**config.mk**
```make
export PLATFORM = sky130hd
export DESIGN_NAME = ret_fsm
export DESIGN_NICKNAME = d
export VERILOG_FILES = /design/src/rtl/ret_fsm_pkg.sv /design/src/rtl/ret_fsm.sv
export SDC_FILE = /design/constraint.sdc
export NUM_CORES = 1
export LEC_CHECK = 0
export CORE_MARGIN = 10
export CORE_UTILIZATION = 30
export DETAILED_ROUTE_END_ITERATION = 10
export HOLD_SLACK_MARGIN = 0.12
export PLACE_DENSITY = 0.61
export SETUP_SLACK_MARGIN = 0.02
export SLEW_MARGIN = 5
export SYNTH_ARGS = -nofsm -noshare
export SYNTH_HDL_FRONTEND = slang
export SYNTH_SLANG_ARGS = --single-unit
```
**constraint.sdc**
```tcl
create_clock -name clk -period 5.8 [get_ports clk]
set_clock_uncertainty 0.1 [all_clocks]
set_input_delay 1.16 -clock clk [delete_from_list [all_inputs] [get_ports clk]]
set_output_delay 1.16 -clock clk [all_outputs]
set_load 0.1 [all_outputs]
```
**src/rtl/ret_fsm_pkg.sv**
```systemverilog
// ----------------------------------------------------------------------------
// ret_fsm_pkg
// Shared definitions for the return sequencer (and the call sequencer, which
// reuses NOP): widths, FSM state encoding, the injected micro-instruction
// encodings and the word-routing helper that maps a popped word to its
// destination register.
// ----------------------------------------------------------------------------
package ret_fsm_pkg;

    localparam int INSTR_W = 16;   // instruction / stack-word width
    localparam int PC_W    = 32;   // two stack words
    localparam int CCR_W   = 5;    // flag register width

    // Injected micro-instructions, in the opcode map the CU decodes.
    localparam logic [INSTR_W-1:0] NOP       = 16'h0000;
    localparam logic [INSTR_W-1:0] POP_CCR   = 16'h7801;
    localparam logic [INSTR_W-1:0] POP_PC_LO = 16'h7802;
    localparam logic [INSTR_W-1:0] POP_PC_HI = 16'h7803;

    // Number of stack words each return flavour pops.
    localparam logic [1:0] RET_WORDS = 2'd2;
    localparam logic [1:0] RTI_WORDS = 2'd3;

    typedef enum logic [2:0] {
        ST_IDLE      = 3'd0,
        ST_ISSUE_CCR = 3'd1,
        ST_ISSUE_LO  = 3'd2,
        ST_ISSUE_HI  = 3'd3,
        ST_WAIT      = 3'd4,
        ST_LOAD      = 3'd5
    } state_e;

    // Destination of a popped word.
    typedef enum logic [1:0] {
        SLOT_CCR = 2'd0,
        SLOT_LO  = 2'd1,
        SLOT_HI  = 2'd2
    } slot_e;

    // Pops leave in stack order CCR, PC_LO, PC_HI. A plain RET has no CCR on
    // the stack, so its word index is shifted up by one slot.
    function automatic slot_e route_word(input logic rti_mode, input logic [1:0] idx);
        logic [1:0] pos;
        pos = rti_mode ? idx : idx + 2'd1;
        case (pos)
            2'd0:    return SLOT_CCR;
            2'd1:    return SLOT_LO;
            default: return SLOT_HI;
        endcase
    endfunction

    // Instruction presented to the FD mux while in a given state.
    function automatic logic [INSTR_W-1:0] inject_for(input state_e s);
        case (s)
            ST_ISSUE_CCR: return POP_CCR;
            ST_ISSUE_LO:  return POP_PC_LO;
            ST_ISSUE_HI:  return POP_PC_HI;
            default:      return NOP;
        endcase
    endfunction

endpackage

```
**src/rtl/ret_fsm.sv**
```systemverilog
// ----------------------------------------------------------------------------
// ret_fsm
// Return sequencer. On RET (or RTI) it stalls fetch, injects the pop
// micro-instructions into the fetch/decode path, collects the popped words as
// they complete in the memory stage, and pulses a PC (and for RTI a CCR) load.
//
// Ports
//   clk            clock
//   reset          synchronous, active-high
//   ret, rti       decode-stage RET / RTI pulses (rti wins if both)
//   mem_valid      one injected pop completed in the memory stage
//   mem_data       popped word, valid with mem_valid
//   out            injected instruction for the FD mux (NOP when idle)
//   stall          select out over the fetched word, hold PC increment
//   pc             assembled return PC {PC_HI, PC_LO}
//   change_pc_ret  one-cycle PC load strobe
//   ccr            popped flags (RTI)
//   write_ccr_ret  one-cycle CCR load strobe (RTI only)
//
// All outputs are decoded from registered state only; no input reaches an
// output combinationally.
// ----------------------------------------------------------------------------
module ret_fsm
    import ret_fsm_pkg::*;
(
    input  logic               clk,
    input  logic               reset,
    input  logic               ret,
    input  logic               rti,
    input  logic               mem_valid,
    input  logic [INSTR_W-1:0] mem_data,
    output logic [INSTR_W-1:0] out,
    output logic               stall,
    output logic [PC_W-1:0]    pc,
    output logic               change_pc_ret,
    output logic [CCR_W-1:0]   ccr,
    output logic               write_ccr_ret
);

    state_e             state_q, state_d;
    logic [1:0]         cnt_q, cnt_d;        // words received this sequence
    logic [1:0]         exp_q, exp_d;        // words expected this sequence
    logic               mode_rti_q, mode_rti_d;
    logic [INSTR_W-1:0] pc_lo_q, pc_lo_d;
    logic [INSTR_W-1:0] pc_hi_q, pc_hi_d;
    logic [CCR_W-1:0]   ccr_q, ccr_d;
    logic               accept;

    // NOTE: state registers use non-blocking assignments so every flop samples
    // the pre-edge value of its peers; blocking here would create order-
    // dependent simulation that does not match the synthesized hardware.
    always_ff @(posedge clk) begin
        if (reset) begin
            state_q    <= ST_IDLE;
            cnt_q      <= 2'd0;
            exp_q      <= 2'd0;
            mode_rti_q <= 1'b0;
            pc_lo_q    <= '0;
            pc_hi_q    <= '0;
            ccr_q      <= '0;
        end else begin
            state_q    <= state_d;
            cnt_q      <= cnt_d;
            exp_q      <= exp_d;
            mode_rti_q <= mode_rti_d;
            pc_lo_q    <= pc_lo_d;
            pc_hi_q    <= pc_hi_d;
            ccr_q      <= ccr_d;
        end
    end

    // NOTE: every signal written here gets a hold-value default first, so no
    // path through the case statements can leave one unassigned (no latches).
    always_comb begin
        state_d    = state_q;
        cnt_d      = cnt_q;
        exp_d      = exp_q;
        mode_rti_d = mode_rti_q;
        pc_lo_d    = pc_lo_q;
        pc_hi_d    = pc_hi_q;
        ccr_d      = ccr_q;

        // A word counts only while a sequence is active and still short of
        // its expected count; anything else is dropped without side effects.
        accept = (state_q != ST_IDLE) && mem_valid && (cnt_q != exp_q);

        if (accept) begin
            cnt_d = cnt_q + 2'd1;
            case (route_word(mode_rti_q, cnt_q))
                SLOT_CCR: ccr_d   = mem_data[CCR_W-1:0];
                SLOT_LO:  pc_lo_d = mem_data;
                default:  pc_hi_d = mem_data;
            endcase
        end

        case (state_q)
            ST_IDLE: begin
                cnt_d = 2'd0;
                if (rti) begin
                    state_d    = ST_ISSUE_CCR;
                    mode_rti_d = 1'b1;
                    exp_d      = RTI_WORDS;
                end else if (ret) begin
                    state_d    = ST_ISSUE_LO;
                    mode_rti_d = 1'b0;
                    exp_d      = RET_WORDS;
                end
            end
            ST_ISSUE_CCR: state_d = ST_ISSUE_LO;
            ST_ISSUE_LO:  state_d = ST_ISSUE_HI;
            ST_ISSUE_HI:  state_d = ST_WAIT;
            ST_WAIT: begin
                // cnt_d already includes a word accepted on this edge.
                if (cnt_d == exp_q) state_d = ST_LOAD;
            end
            ST_LOAD:  state_d = ST_IDLE;
            default:  state_d = ST_IDLE;
        endcase
    end

    assign out           = inject_for(state_q);
    assign stall         = (state_q != ST_IDLE);
    assign change_pc_ret = (state_q == ST_LOAD);
    assign write_ccr_ret = (state_q == ST_LOAD) && mode_rti_q;
    assign pc            = {pc_hi_q, pc_lo_q};
    assign ccr           = ccr_q;

endmodule
```
# Yosys cells after proc, flatten, opt, wreduce, memory -nomap -nowiden
# Index checks and enable logic that the tools add are counted.
# word_totals
register_bits	45
output_inout_bits	56
# classes
addsub	1
eq_ne	11
n_mux	13
bitwise	1
n_reduce_logical	15
# ops
cell	count
15-bit one-hot mux with 3 select lines	1
3-bit one-hot mux with 5 select lines	1
2-bit two-way mux	5
2-bit AND reduction	5
3-bit two-way mux	3
3-bit by 2-bit == test with 1-bit output (second input constant)	2
3-bit == test (second input constant)	2
2-bit by 1-bit == test with 1-bit output (second input constant)	2
2-bit zero test	2
2-bit one-hot mux with 2 select lines	1
2-bit OR reduction	2
3-bit by 1-bit == test with 1-bit output (second input constant)	1
1-bit logical AND	3
3-bit zero test	1
3-bit != test (second input constant)	1
3-bit nonzero test	1
2-bit by 1-bit adder with 2-bit output (second input constant)	1
2-bit == test	1
1-bit two-way mux	2
2-bit != test	1
2-bit != test (second input constant)	1
2-bit nonzero test	1
1-bit NOT	1

# Longest topological paths before layout
# depth
ltp_word	9
mapped_depth	6

# Worst setup path after synthesis
# OpenSTA, ideal clock, no wires.
# synth_timing
path_type	register to output
from	register state_q[0]
to	output port out[12]
arrival_time_ps	2376
required_time_ps	4540
slack_ps	2164
stages_incl_launch_ff	4
path_buffers	1
cell_sequence	dfxtp_1 nor2_1 nor2_1 buf_4
# synth_via
elab_chain_cells	2
word_cells_on_any_way	4
# synth_lines
item	line_no	text
from (decl)	ret_fsm.sv:40	state_e state_q, state_d;
from (signal assigned)	ret_fsm.sv:62	state_q <= state_d;
3-bit by 2-bit == test with 1-bit output or 3-bit by 1-bit == test with 1-bit output (tied branches)	ret_fsm_pkg.sv:54	case (s)
15-bit one-hot mux with 3 select lines *	ret_fsm_pkg.sv:54	
to (decl)	ret_fsm.sv:32	output logic [INSTR_W-1:0] out,
# Every way passes the cells marked *; elsewhere a longest branch is shown, timed or not.

# Worst setup path in the final report
# layout_timing
from	register state_q[2]
to	output port write_ccr_ret
# layout_via
elab_chain_cells	2
# layout_lines
item	line_no	text
3-bit == test	ret_fsm.sv:124	assign write_ccr_ret = (state_q == ST_LOAD) && mode_rti_q;
1-bit logical AND	ret_fsm.sv:124	
to (decl)	ret_fsm.sv:37	output logic write_ccr_ret
# Every way passes these cells.

==> results.cfg <==
[grt]
track_usage_pct = 9.06
grt_pass1_vias = 1503
antenna_found_initial = 0
grt_pass1_wl_um = 7570
grt_start_max_net_pins = 61
grt_overflow = 0

[cts]
tritoncts = yes
cts_hold_buf = 0
clock_sinks = 44
ctsResizeCount = 0
cts_buffers = 5
clk-insertion-delay-late_ns = 0.29
root_buffer = clkbuf_8
clk_pin_slew_ns = 0.08
post_cts_buffers = 0
htree_num_levels = 2
clock_path_buffers = 2

[route]
drt_iter0_markers = 57
wl_per_cell_um = 13.7
ant_nets = 0
drtPass1Iterations = 4
routed_wl_um = 4700
via_count = 1496
remaining_drc_errors = 0
via_per_inst = 4.36

[synth]
yosys.area.top_type = dfxtp_1
synth_xor_area_share_pct = 0.434
synth_seq_area_share_pct = 43.7
synthTopCellsByCount = dfxtp_1, mux2i_1, nand2b_1
async_flop_share_pct = 0
synth_cell_types = 33
synth_top_family_by_area = simple AND/OR/NAND/NOR gates
synth_edf_count = 0
yosysWarnings = 0
syn_avg_cell_area_sq_um = 9.84
synth_most_common_cell = dfxtp_1
synthAdderAreaFrac_pct = 0
synth_top_area_share_pct = 43.7
synthMuxAreaShare_pct = 19.4
synth_simple_gate_area_share_pct = 21.9
yosys-top-cells-area = dfxtp_1, mux2i_1, nand2b_1
synthCells = 205
synth_area_sq_um = 2020
synth-seq-cells = 44
ys.flop_type = dfxtp_1
synth_compound_area_share_pct = 6.39

[cells_and_area]
antenna_cells = 0
postLayoutCellArea_sq_um = 2750
drive_above_1_share_pct = 5.64
fillCellCount = 640
areaGrowthSynthToFinish_pct = 36.5
final-instance-count-excl-fill = 343
fin_nets = 287

[setup_path]
critical-path-max-stage-delay_ns = 1.12
critPathMaxFanout = 10
worstPathArrival_ns = 2.31
crit_required_ns = 4.54
cp-end-kind = output pin
start_kind = flip-flop
path_class = reg -> out
critPathSlowestCell = clkdlybuf4s50_1
worstPathCellList = and3b_1, and2_1, clkdlybuf4s50_1

[timing]
tns_ns = 0
setup_viol = 0
report.final.slew_viol_count = 0
clock.fmax_mhz = 280
relSlewSlack_pct = 25.8
worst_slack_ns = 2.23
rsz0062_at_grt = no
finalHoldViolations = 0
timing.final.crit_share_pct = 61.5
period_minus_slack_ns = 3.57
worst_slew_pin_slew_ns = 1.11

[placement]
place_ws_ns = 2.51
place_inst = 336
postPlaceCellArea_sq_um = 2670
gp_congestion = 0.679
io_buffers = 66
dp_hpwl_um = 3390

[power_and_ir_drop]
p_leak_nw = 0.949
ir_drop_uv = 176
powerDensity_nw_per_um2 = 278

[floorplan]
die_h_um = 102
ios = 77
std_cell_rows = 29
start_util_pct = 31.4
core_sq_um = 6420
dieWidth_um = 102
die_area_sq_um = 10400

[job]
drv_cap = 0

[outcome]
status = complete, no violations

[hold_path]
hold_class = reg -> reg
[critical path, delay by kind of cell (launching register included)]
| kind | cells | cell delay (ns) |
|---|---|---|
| buffers and inverters | 1 | 1.12 |
| DFF | 1 | 0.53 |
| and+or+nand+nor | 2 | 0.35 |
[cells in the final DEF, fill, tap and decap left out, drive strengths merged, types with 2 or more instances in the layout]
cell,count
clkdlybuf4s50,66
dfxtp,44
mux2i,39
nand2b,34
nor2,26
conb,10
nand2,6
clkbuf,5
nor2b,4
nor3,3
inv,3
a21oi,3
a211oi,3
a2111oi,2
buf,2
[through the flow]
stage                     utilization, %  total power [W]  hold WS, ns
final                               42.9         0.000765        0.375
after global routing                42.9         0.000799        0.395
after CTS                           42.9         0.000777        0.379
after detailed placement            41.6         0.000587        0.363
after global placement              41.6         0.000587        0.357
after floorplan                        -         0.000540        0.378
[path summary, 6_finish.rpt]
path | startpoint | to | slack (ns) | depth (start not counted)
min reg2reg | pc_hi_q[2]$_SDFFE_PP0P_ | pc_hi_q[2]$_SDFFE_PP0P_ | 0.38 | 2
min | pc_hi_q[2]$_SDFFE_PP0P_ | pc_hi_q[2]$_SDFFE_PP0P_ | 0.38 | 2
max | state_q[2]$_SDFFE_PP0P_ | write_ccr_ret | 2.23 | 3
max reg2reg | exp_q[0]$_SDFFE_PP0P_ | pc_hi_q[11]$_SDFFE_PP0P_ | 3.56 | 4
[per-layer routing]
layer	vias to the layer above	GRT usage [%]	share of wire (%)	wire length [um]
met5	-	0	0	0
met4	0	3.90	1.0	47
met3	5	4.86	11	533
met2	50	14.0	45	2120
met1	664	10.2	42	2000
li1	777	-	-	-
[where the power goes]
| group | total, W | leakage (nW) | switching [W] | internal (W) |
|---|---|---|---|---|
| clock network | 0.000187 | 0.0400 | 0.000105 | 0.0000817 |
| logic | 0.000254 | 0.552 | 0.000188 | 0.0000652 |
| registers | 0.000325 | 0.356 | 0.0000117 | 0.000313 |
| total | 0.000765 | 0.949 | 0.000305 | 0.000460 |
[sequential cells by signal, summed over array words and instances (netlist names)]
register  cells
exp_q         2
cnt_q         2
ccr           5
pc_hi_q      16
pc_lo_q      16
state_q       3
[kinds of logic (layout without fill, tap and decap cells)]
family	Yosys count	count (layout)
compound gates	14	14
xor+xnor	1	1
buf+inv	26	78
flops	44	44
mux	39	39
other cells	1	10
simple gates	80	80
[final cells by class]
type | instances | area [sq um] | share of cell area [%]
Clock inverter | 2 | 12.5 | 0.455
Clock buffer | 5 | 68.8 | 2.50
Inverter | 3 | 11.3 | 0.409
Sequential cell | 44 | 881 | 32.0
Multi-Input combinational cell | 144 | 1010 | 36.6
Tap cell | 77 | 96.3 | 3.50
Timing Repair Buffer | 68 | 676 | 24.5
No activity file was read; power rests on OpenSTA's default activity.
